<file path="config.mk">
export PLATFORM = sky130hd
export DESIGN_NAME = led3_control
export DESIGN_NICKNAME = d
export VERILOG_FILES = /design/src/rtl/led3_control.sv
export SDC_FILE = /design/constraint.sdc
export NUM_CORES = 1
export LEC_CHECK = 0
export CORE_MARGIN = 10
export CORE_UTILIZATION = 50
export CTS_BUF_LIST = sky130_fd_sc_hd__clkbuf_4
export DETAILED_ROUTE_END_ITERATION = 8
export GPL_ROUTABILITY_DRIVEN = 1
export HOLD_SLACK_MARGIN = 0.12
export PLACE_DENSITY = 0.87
export SLEW_MARGIN = 0
export SYNTH_ARGS = -nofsm -noshare
export SYNTH_HDL_FRONTEND = slang
export SYNTH_HIERARCHICAL = 1
export SYNTH_SLANG_ARGS = --single-unit
</file>
<file path="constraint.sdc">
create_clock -name clk -period 4.47 [get_ports clk]
set_input_delay 1.341 -clock clk [delete_from_list [all_inputs] [get_ports clk]]
set_output_delay 1.341 -clock clk [all_outputs]
set_load 0.01 [all_outputs]
</file>
<file path="src/rtl/led3_control.sv">
// Three-channel PWM driver for four RGB LEDs: eight buttons latch one of eight
// preset colours, and a free-running 8-bit counter sets each channel's duty.

module led3_counter (
  input  logic       clk,
  input  logic       rst,
  output logic [7:0] cnt
);

  // NOTE: sequential state uses non-blocking assignments so every flop samples
  // pre-edge values, regardless of how the processes are ordered.
  always_ff @(posedge clk) begin
    if (!rst) cnt <= '0;
    else      cnt <= cnt + 8'd1;
  end

endmodule

module led3_control (
  input  logic       clk,
  input  logic       rst,
  input  logic [7:0] btn,
  output logic [3:0] led_signal_R,
  output logic [3:0] led_signal_G,
  output logic [3:0] led_signal_B
);

  typedef struct packed {
    logic [7:0] r;
    logic [7:0] g;
    logic [7:0] b;
  } colour_t;

  logic [7:0] cnt;
  colour_t    state;
  colour_t    next_state;

  led3_counter c1 (
    .clk (clk),
    .rst (rst),
    .cnt (cnt)
  );

  // Lowest set button wins; no button held keeps the latched colour.
  always_comb begin
    // NOTE: the hold value is assigned first so no path through the case
    // leaves next_state unassigned, which would infer a latch.
    next_state = state;
    casez (btn)
      8'b???????1: next_state = 24'hFF0000;
      8'b??????10: next_state = 24'hFF8000;
      8'b?????100: next_state = 24'hFFFF00;
      8'b????1000: next_state = 24'h00FF00;
      8'b???10000: next_state = 24'h0000FF;
      8'b??100000: next_state = 24'h4B0082;
      8'b?1000000: next_state = 24'h800080;
      8'b10000000: next_state = 24'hFFFFFF;
      default:     next_state = state;
    endcase
  end

  always_ff @(posedge clk) begin
    if (!rst) state <= '0;
    else      state <= next_state;
  end

  // Registered compare: high for cnt in [0, ref), so ref=255 drops only at cnt=255.
  always_ff @(posedge clk) begin
    if (!rst) begin
      led_signal_R <= '0;
      led_signal_G <= '0;
      led_signal_B <= '0;
    end else begin
      led_signal_R <= {4{cnt < state.r}};
      led_signal_G <= {4{cnt < state.g}};
      led_signal_B <= {4{cnt < state.b}};
    end
  end

endmodule

</file>
==> metrics.csv <==
metric;value;unit
first-pass GRT wire length;4912;um
Synth-to-Final Area Change;16.26;%
Post-DRT Antenna Nets;0;
area share of the largest cell type after synthesis;0.2943;
Die X;70.84;um
Total Power;365.3;uW
Root Buffer;clkbuf_4;
EDFF count, synth;0;
syn_area_per_cell;9.718;um2
critical path's slowest cell;clkdlybuf4s50_1;
post-DP HPWL;2247;um
Slew Viols, Final;0;
Crit. End Element;flip-flop;
Seq/Total Area, Yosys;0.2943;
routed vias;1031;
fmax;379.0;MHz
site row count;18;
Synth Register Bits;19;
Routability Congestion;0.7435;
Yosys cell types;35;
Max Clock Skew;3.133;ps
GRT Util Overall;0.1149;
number of global-route vias before repair;1093;
overall routed net length;2746;um
Reg clk slew, reported paths;110;ps
max-cap violations;0;
Gate Count Post-Synth;133;
Post-synth ARST share;0;
core area;0.002477;mm2
number of port buffers;21;
DR iter-0 viols;58;
Final #Nets;182;
Post-Syn Nets;165;
status;completed;
CTS H-tree lvls;1;
share of cells above drive strength 1;0.06711;
TritonCTS buffer count;3;
Slew HR;0.6824;
Setup Total Neg Slack;0;ps
CTS tree;done;
Main synth FF type;dfxtp_1;
final hold violation count;0;
later-pin clock latency in the skew report;300;ps
synthesis warning total;6;
mapped cell area;0.001292;mm2
final setup margin;1832;ps
Initial Util;0.5217;
LEAKAGE;0.6622;nW
Die ar.;0.005018;mm2
total gr overflow;0;
cell breakdown of the critical path;clkdlybuf4s50_1 > inv_1 > a2111oi_0 > o31a_1;
CTS Sinks;19;
DR WL/cell;15.34;um
crit-path max FO;15;
RSZ-0062 raised after global routing;false;
Top Family by Delay on Critical Path;buffers and inverters;
chip height;70.84;um
Post-CTS Hold Buffers;0;
Final setup viols;0;
I/O pins;22;
worst vdd ir;0.0001779;V
Slew @ Worst Pin;474.9;ps
worst hold margin;499.8;ps
Period minus WS final;2638;ps
largest area contributor in the netlist;dfxtp_1;
post-place setup slack;1513;ps
final period utilization;0.5903;
Worst setup SP type;input port;
Post-CTS Setup Inserts;0;
buffer levels on the longest clock path;2;
PwrDens;243.1;mW/mm2
Hold Crit Class;reg2reg;
r2r setup slk;2690;ps
Resized Gates After CTS;0;
crit-path max cell delay;760;ps
Buf/Inv on CP;2;
crit path kind;in2reg;
DRC viols;0;
initial antenna violation count;0;
utilization after layout;0.6066;
drt pass-1 iters;4;
worst path required time;4730;ps
top area cells in the synthesized netlist;dfxtp_1 (29%), ha_1 (21%), buf_4 (5.2%);
Via-to-Cell Ratio;5.760;
largest net degree at the start of global routing;16;
Diodes inserted;0;
CP arrival;2900;ps
cells in the final DEF, fill, tap and decap left out:
master / instances
o21a_1: 4
a21boi_1: 2
clkdlybuf4s50_1: 21
a21oi_1: 1
nand2_1: 3
a211oi_2: 1
nor4_2: 1
and2_1: 4
o221a_1: 1
xnor2_1: 2
inv_1: 9
and4_1: 3
and3_1: 1
nand2b_1: 4
nand4_1: 4
or3_4: 1
or3_1: 2
o31a_1: 3
xor2_1: 1
mux2i_1: 1
o21ai_0: 3
ha_1: 22
and2b_2: 1
a2111o_1: 1
nor3_1: 1
nor2_1: 7
o211a_1: 4
nand3_1: 3
a2111oi_0: 6
dfxtp_1: 19
nand3_2: 1
a21o_1: 3
clkbuf_4: 4
nor2b_1: 3
o31ai_1: 1
o221a_2: 1
report_power, final:
| part | total (mW) | internal (mW) | switching [mW] |
|---|---|---|---|
| logic | 0.0817 | 0.0467 | 0.0350 |
| clock network | 0.0960 | 0.0409 | 0.0551 |
| registers | 0.188 | 0.178 | 0.00973 |
area by class of cell:
type	instances	area, um2
clock buffer	4	30.03
inverter	9	33.78
timing repair buffer	21	210.2
sequential	19	380.4
multi-input combinational	96	810.8
tap	30	37.54
fill	230	974.7
synthesized netlist by cell type, types with 2 or more instances:
library cell,n
a2111oi_0,6
a21boi_1,2
a21o_1,3
and2_1,4
and4_1,3
buf_4,9
dfxtp_1,19
ha_1,22
inv_1,9
nand2_1,3
nand2b_1,4
nand3_1,3
nand4_1,4
nor2_1,7
nor2b_1,3
o211a_1,4
o21a_1,4
o21ai_0,3
o31a_1,3
or3_1,2
xnor2_1,2
kinds of logic (layout without fill, tap and decap cells):
kind of cell,Yosys count,in the layout,synth area share
AND/OR/NAND/NOR,39,39,0.1849
AO/OA/AOI/OAI,31,31,0.2013
adder cells (fa/ha/maj),22,22,0.2130
flip-flops,19,19,0.2943
buffers and inverters,18,34,0.07841
XOR/XNOR,3,3,0.02033
multiplexers,1,1,0.007745
metal layers:
layer | GRT usage | vias up | wire, um
met5 | 0 | - | 0
met4 | 0.03656 | 0 | 47
met3 | 0.04742 | 6 | 184
met2 | 0.2038 | 20 | 1336
met1 | 0.1198 | 485 | 1177
li1 | - | 520 | -
worst paths after layout:
check	to	depth (start not counted)	start
min	state[7]	1	state[7]
max reg2reg	led_signal_G[0]	5	state[14]
max	led_signal_B[0]	4	rst
min reg2reg	state[7]	1	state[7]
stage by stage:
step                instances  area, um2
finish                    179       1503
global route              179       1503
CTS                       179       1503
detailed placement        175       1473
global placement          175       1473
floorplan                 133       1292
registers in the layout, indices dropped and copies added (netlist names):
name          flops
led_signal_B      1
led_signal_R      1
c1/cnt            8
state             8
led_signal_G      1
Note: power is estimated with default switching activity, not from simulation.
